===== src/rtl/cic_pkg.sv =====
// ============================================================================
//  Module      : cic_pkg
//  Description : Shared definitions for the variable-rate CIC interpolator and
//                decimator: stage mode, supported-rate list, per-rate output
//                shift, accumulator width check and round-and-saturate.
//  Revision    : 1.0 - initial release
// ============================================================================
`default_nettype none

package cic_pkg;

  // Stage flavour for cic_accum_stage.
  typedef enum logic {
    CIC_COMB  = 1'b0,
    CIC_INTEG = 1'b1
  } cic_mode_e;

  // Widest accumulator the scaling helper can take.
  localparam int CIC_MAX_WIDTH = 64;

  // Largest output shift in the table (R = 40); sizes the ACC headroom check.
  localparam int CIC_MAX_SHIFT = 22;

  // True for the rates the filter supports; anything else parks the block.
  function automatic logic rate_supported(input logic [5:0] rate);
    case (rate)
      6'd2, 6'd4, 6'd8, 6'd16, 6'd32,
      6'd5, 6'd10, 6'd20, 6'd40: return 1'b1;
      default:                   return 1'b0;
    endcase
  endfunction

  // Output shift = ceil(4*log2(R)), so DC gain R^4 / 2^shift never exceeds 1.
  function automatic logic [4:0] rate_shift(input logic [5:0] rate);
    case (rate)
      6'd2:    return 5'd4;
      6'd4:    return 5'd8;
      6'd8:    return 5'd12;
      6'd16:   return 5'd16;
      6'd32:   return 5'd20;
      6'd5:    return 5'd10;
      6'd10:   return 5'd14;
      6'd20:   return 5'd18;
      6'd40:   return 5'd22;
      default: return 5'd0;
    endcase
  endfunction

  // Accumulators must hold the input plus the worst-case filter growth.
  function automatic bit acc_width_ok(input int acc_w, input int in_w, input int stages);
    return acc_w >= in_w + CIC_MAX_SHIFT + stages;
  endfunction

  // Round-half-up at bit 'shift', then clamp into a signed out_width range.
  // The result is returned sign-extended to 64 bits; the caller truncates.
  function automatic logic signed [63:0] sat_round(
    input logic signed [63:0] acc,
    input logic        [4:0]  shift,
    input int                 out_width
  );
    logic signed [63:0] shifted;
    logic signed [63:0] rbit;
    logic signed [63:0] rounded;
    logic signed [63:0] max_v;
    logic signed [63:0] min_v;
    logic        [5:0]  idx;
    shifted = acc >>> shift;
    idx     = {1'b0, shift} - 6'd1;
    rbit    = '0;
    if (shift != 5'd0) begin
      rbit[0] = acc[idx];
    end
    rounded = shifted + rbit;
    max_v   = (64'sd1 <<< (out_width - 1)) - 64'sd1;
    min_v   = -(64'sd1 <<< (out_width - 1));
    if (rounded > max_v) begin
      return max_v;
    end else if (rounded < min_v) begin
      return min_v;
    end
    return rounded;
  endfunction

endpackage

`default_nettype wire


===== src/rtl/cic_accum_stage.sv =====
// ============================================================================
//  Module      : cic_accum_stage
//  Description : One registered CIC stage. COMB mode: y = x - x_prev.
//                INTEG mode: y = y + x. Updates only while enable is high;
//                arithmetic wraps modulo 2^WIDTH.
//  Ports       : clock    - system clock
//                reset_n  - synchronous active-low reset (clears all state)
//                enable   - stage update strobe
//                in_data  - signed stage input
//                out_data - signed registered stage output
//  Revision    : 1.0 - initial release
// ============================================================================
`default_nettype none

module cic_accum_stage
  import cic_pkg::*;
#(
  parameter int        WIDTH = 48,
  parameter cic_mode_e MODE  = CIC_COMB
) (
  input  logic                    clock,
  input  logic                    reset_n,
  input  logic                    enable,
  input  logic signed [WIDTH-1:0] in_data,
  output logic signed [WIDTH-1:0] out_data
);

  if (MODE == CIC_COMB) begin : g_comb
    logic signed [WIDTH-1:0] prev;

    always_ff @(posedge clock) begin
      if (!reset_n) begin
        prev     <= '0;
        out_data <= '0;
      end else if (enable) begin
        prev     <= in_data;
        out_data <= in_data - prev;
      end
    end
  end else begin : g_integ
    always_ff @(posedge clock) begin
      if (!reset_n) begin
        out_data <= '0;
      end else if (enable) begin
        out_data <= out_data + in_data;
      end
    end
  end

endmodule

`default_nettype wire


===== src/rtl/varcic_interp.sv =====
// ============================================================================
//  Module      : varcic_interp
//  Description : Variable-rate CIC interpolator (TX path). Takes low-rate
//                signed samples, zero-stuffs them by R, filters through
//                STAGES comb + STAGES integrator stages and scales the result
//                by 2^-shift(R) with rounding and saturation.
//  Ports       : clock         - system clock
//                reset_n       - synchronous active-low reset
//                interpolation - requested rate R (2,4,8,16,32,5,10,20,40)
//                out_ce        - high-rate clock enable from downstream
//                in_data       - low-rate sample, held until in_req
//                in_req        - pulse: in_data consumed, present the next
//                out_data      - scaled high-rate sample
//                out_strobe    - pulse: out_data updated
//  Revision    : 1.0 - initial release
// ============================================================================
`default_nettype none

module varcic_interp
  import cic_pkg::*;
#(
  parameter int STAGES    = 5,
  parameter int IN_WIDTH  = 16,
  parameter int ACC_WIDTH = 48,
  parameter int OUT_WIDTH = 16
) (
  input  logic                        clock,
  input  logic                        reset_n,
  input  logic [5:0]                  interpolation,
  input  logic                        out_ce,
  input  logic signed [IN_WIDTH-1:0]  in_data,
  output logic                        in_req,
  output logic signed [OUT_WIDTH-1:0] out_data,
  output logic                        out_strobe
);

  if (!acc_width_ok(ACC_WIDTH, IN_WIDTH, STAGES) || (ACC_WIDTH > CIC_MAX_WIDTH)) begin : g_width_check
    $error("varcic_interp: ACC_WIDTH too small for IN_WIDTH/STAGES or wider than 64");
  end

  logic [5:0] rate_q;
  logic [4:0] shift_q;
  logic [5:0] phase;
  logic       active;
  logic       ce_act;
  logic       load;

  logic signed [ACC_WIDTH-1:0] comb_d  [STAGES+1];
  logic signed [ACC_WIDTH-1:0] integ_d [STAGES+1];

  // An unsupported latched rate parks the whole datapath.
  assign active = rate_supported(rate_q);
  assign ce_act = out_ce & active;
  assign load   = ce_act & (phase == 6'd0);

  // Rate/shift relatch only at a frame boundary, so a new rate never splits
  // a frame. While parked, keep sampling so a valid rate restarts promptly.
  always_ff @(posedge clock) begin
    if (!reset_n) begin
      rate_q  <= interpolation;
      shift_q <= rate_shift(interpolation);
    end else if (load || !active) begin
      rate_q  <= interpolation;
      shift_q <= rate_shift(interpolation);
    end
  end

  // Phase counts high-rate samples within one low-rate frame.
  always_ff @(posedge clock) begin
    if (!reset_n) begin
      phase <= '0;
    end else if (!active) begin
      phase <= '0;
    end else if (ce_act) begin
      phase <= (phase == rate_q - 6'd1) ? 6'd0 : phase + 6'd1;
    end
  end

  assign comb_d[0] = ACC_WIDTH'(in_data);

  // Zero-stuffing: the comb result registered at phase 0 enters the
  // integrators exactly once per frame, on the following high-rate slot.
  assign integ_d[0] = (phase == 6'd1) ? comb_d[STAGES] : '0;

  for (genvar i = 0; i < STAGES; i++) begin : g_stage
    cic_accum_stage #(
      .WIDTH (ACC_WIDTH),
      .MODE  (CIC_COMB)
    ) u_comb (
      .clock    (clock),
      .reset_n  (reset_n),
      .enable   (load),
      .in_data  (comb_d[i]),
      .out_data (comb_d[i+1])
    );

    cic_accum_stage #(
      .WIDTH (ACC_WIDTH),
      .MODE  (CIC_INTEG)
    ) u_integ (
      .clock    (clock),
      .reset_n  (reset_n),
      .enable   (ce_act),
      .in_data  (integ_d[i]),
      .out_data (integ_d[i+1])
    );
  end

  always_ff @(posedge clock) begin
    if (!reset_n) begin
      in_req     <= 1'b0;
      out_strobe <= 1'b0;
      out_data   <= '0;
    end else begin
      in_req     <= load;
      out_strobe <= ce_act;
      if (!active) begin
        out_data <= '0;
      end else if (ce_act) begin
        out_data <= OUT_WIDTH'(sat_round(CIC_MAX_WIDTH'(integ_d[STAGES]), shift_q, OUT_WIDTH));
      end
    end
  end

endmodule

`default_nettype wire


===== config.mk =====
export PLATFORM = sky130hd
export DESIGN_NAME = varcic_interp
export DESIGN_NICKNAME = d
export VERILOG_FILES = /design/src/rtl/cic_pkg.sv /design/src/rtl/cic_accum_stage.sv /design/src/rtl/varcic_interp.sv
export SDC_FILE = /design/constraint.sdc
export NUM_CORES = 2
export LEC_CHECK = 0
export CAP_MARGIN = 20
export CORE_MARGIN = 2
export CORE_UTILIZATION = 30
export CTS_CLUSTER_DIAMETER = 40
export DETAILED_ROUTE_END_ITERATION = 8
export REMOVE_ABC_BUFFERS = 1
export SLEW_MARGIN = 20
export SYNTH_ARGS = -nofsm -noshare
export SYNTH_HDL_FRONTEND = slang
export SYNTH_HIERARCHICAL = 1
export SYNTH_SLANG_ARGS = --single-unit

===== constraint.sdc =====
create_clock -name clock -period 8.1 [get_ports clock]
set_input_delay 0.81 -clock clock [delete_from_list [all_inputs] [get_ports clock]]
set_output_delay 0.81 -clock clock [all_outputs]
set_load 0.1 [all_outputs]

==> impl_results.md <==
- Detailed Routing Iterations Pass 1: 6
- Setup_tns: 0 ns
- Core Area: slightly above 200,000 um^2
- Lkg Pwr: 27.5 nW
- Period utilization: between 70% and 80%
- Reg clk slew, reported paths: 0.05 ns
- Die Ht: 454 um
- Global placement routability congestion: just over 0.9
- Synth Register Bits: 754
- Remaining DRCs: 0
- Status: complete, no violations
- Tightest Hold Check Type: flop to flop
- Worst Clk Skew: 0.0563 ns
- Via count: roughly 52k
- Data required, critical path: about 8.7 ns
- Worst setup SP type: flop
- Synth cell types: 131
- Largest net degree at the start of global routing: roughly 150
- GRT overflow: 0
- Mapped Cells: approximately 7.4k
- Slew Limit Headroom: about a quarter
- Kind of critical path: flop to flop
- First-pass GRT wire length: 262 mm
- Gr usage total: 15.1%
- Hold Fails Final Rpt: 0
- DR WL/cell: about 16 um
- Worst Path Arrival: about 6.4 ns
- Worst-Skew Late Latency: about 0.76 ns
- Horiz. Die Dim: 454 um
- Slew Limit Fails: 0
- Part of the power in registers: 27.0%
- Place WS: ~2.1 ns
- Hold_buf cts: 0
- Post-synth EDFFs: 10
- Initial antenna violation count: 1
- Clock buffer depth: 3
- Main synth FF type: dfxtp_1
- Vias in the first global route: between 50k and 60k
- Crit. End Element: flop
- FFs w/ async S/R, synth: 0%
- Synth warn: 6
- Post-route antenna net violation count: 0
- Final Setup Violations: 0
- Layout cells sized above 1: under 10%
- N_diodes: 0
- TritonCTS clock tree: yes
- Starting Density: between 30% and 40%
- Max Cap Violations: 0
- I/O Buffers: 42
- Most frequent cells in the layout: nor2_1, dfxtp_1, a21oi_1, mux2i_1, nand2_1
- CTS H-tree lvls: 4
- Post-CTS setup buffer count: 0
- Most common cell after layout, fill and taps aside: nor2_1
- Clock share of power: 43.3%
- Sw frac: between 30% and 40%
- Setup ws final: 2.31 ns
- Std cell rows: ~170
- RSZ-0062 raised after global routing: false
- Tightest Pin Transition: approximately 1.1 ns
- Area delta synth->final: 12.8%
- I/O pin count: 43
- Syn avg cell area: roughly 8.2 um^2
- Resize count post-CTS: 0
- Max VDD drop: 0.000200 V
- Synthesized area: roughly 60,000 um^2
- Sequential fraction of the synthesis area: between 20 and 30%
- Max Fanout on Critical Path: between 50 and 60
- Total CTS buffers: between 100 and 150
- Cell Pwr Density: about 220 nW/um^2
- Max frequency: between 0.15 and 0.2 GHz
- Sw Pwr: 4.99 mW
- Multi-input gate area: around 42,000 um^2
- DRC marker count from the first detailed-route iteration: around 2.7k
- Comb pwr share: around 30%
- Final Critical Period: 5.79 ns
- Sink Count: roughly 750
- DRT Wirelength: 160 mm
- Fillers: 21.0k
- Layout net count: slightly below 8k
- Detail Placement HPWL: about 120 mm
- Clock root cell: clkbuf_16
- Vias per cell: ~5.2
- DIE AREA: roughly 200,000 um^2
- Register Area: approximately 15,000 um^2
- Cell internal pwr: 9.89 mW
-- kinds of logic (layout without fill, tap and decap cells) --
logic type	Yosys count	count (layout)	share of synthesized area, %
AO/OA/AOI/OAI	1996	1996	22.1
buffers and inverters	768	736	5.32
flip-flops	754	754	25.1
adder cells (fa/ha/maj)	489	489	10.2
AND/OR/NAND/NOR	2349	2349	19.2
multiplexers	647	647	11.9
XOR/XNOR	428	428	6.18
-- routing by layer --
metal	wire length, um	vias to the layer above	track usage, %
met5	0	-	0
met4	6640	0	6.76
met3	5000	406	2.09
met2	79900	977	27.8
met1	68600	24100	17.2
li1	-	26700	-
-- worst max-delay path, stage by stage (launching register included) --
cell and delay, ns:
edfxtp_1 0.32, buf_4 0.34, buf_4 0.73, mux4_2 0.44
mux2i_1 0.20, a21oi_1 0.22, ha_1 0.21, o211ai_1 0.18
nor3_4 0.70, nand4_4 0.25, o31ai_2 0.49, nand4_1 0.16
nor4_1 0.24, o211ai_1 0.19, o32ai_4 0.82, o2bb2ai_1 0.13
-- area by class of cell --
cell class,instances,area share (%)
Clock buffer,168,5.66
Sequential cell,754,22.2
Multi-Input combinational cell,5909,61.8
Tap cell,2672,4.89
Timing Repair Buffer,82,1.17
Inverter,381,2.10
Clock inverter,105,2.19
-- path summary, 6_finish.rpt --
path	cells past startpoint	endpoint	slack [ns]	start
hold / removal	2	g_stage[4].u_comb/out_data[47]	0.45	g_stage[4].u_comb/out_data[47]
hold reg to reg	2	g_stage[4].u_comb/out_data[47]	0.45	g_stage[4].u_comb/out_data[47]
setup reg to reg	15	out_data[4]	2.31	shift_q[1]
setup / recovery	15	out_data[4]	2.31	shift_q[1]
-- cell usage after synthesis (38+ instances only) --
cell type | number | area share, %
and3_1 | 123 | 1.3
o21ai_1 | 38 | 0.31
o21ai_0 | 359 | 3.0
a21oi_1 | 627 | 5.2
a21o_1 | 241 | 3.0
nand3b_1 | 78 | 0.97
nand2b_1 | 76 | 0.78
ha_1 | 479 | 9.9
a211oi_1 | 66 | 0.82
nor3_1 | 112 | 0.92
nor2_1 | 796 | 4.9
o21bai_1 | 92 | 1.1
buf_1 | 43 | 0.27
mux4_2 | 51 | 1.9
nand4_1 | 129 | 1.3
o211ai_1 | 74 | 0.92
or3_1 | 38 | 0.39
nor2b_1 | 141 | 1.5
nand3_1 | 180 | 1.5
dfxtp_1 | 744 | 25
nand2_1 | 480 | 3.0
buf_2 | 53 | 0.44
xor2_1 | 151 | 2.2
clkbuf_1 | 253 | 1.6
xnor2_1 | 277 | 4.0
inv_1 | 375 | 2.3
a31oi_1 | 55 | 0.57
o21a_1 | 44 | 0.54
mux2_2 | 41 | 0.76
mux2i_1 | 551 | 9.1
o31ai_1 | 41 | 0.51
-- power by group through the flow --
| stage | logic, mW | clock network (mW) | registers (mW) |
|---|---|---|---|
| finish | 4.43 | 6.43 | 4.01 |
| global route | 4.86 | 6.75 | 4.03 |
| CTS | 4.40 | 6.60 | 4.01 |
| detailed placement | 4.38 | 0 | 4.09 |
| global placement | 4.34 | 0 | 4.08 |
| floorplan | 3.74 | 0 | 4.10 |
-- through the flow --
| step | power [mW] | hold slack (ns) | utilization (%) | instances | cell area [um^2] |
|---|---|---|---|---|---|
| after floorplan | 7.85 | 0.417 | - | 7044 | 58900 |
| after global placement | 8.42 | 0.442 | 31.3 | 9797 | 63000 |
| after detailed placement | 8.47 | 0.443 | 31.3 | 9797 | 63000 |
| after CTS | 15.0 | 0.422 | 33.9 | 10100 | 68400 |
| after global routing | 15.6 | 0.464 | 33.9 | 10100 | 68400 |
| final | 14.9 | 0.451 | 33.9 | 10100 | 68400 |
-- state kept, by name, summed over array words and instances, names as in the netlist, 4 cells and up --
register	flops
g_stage.u_comb/out_data	240
rate_q	6
phase	6
g_stage.u_integ/out_data	240
out_data	16
shift_q	4
g_stage.u_comb/g_comb.prev	240
No activity file was read; power rests on OpenSTA's default activity.
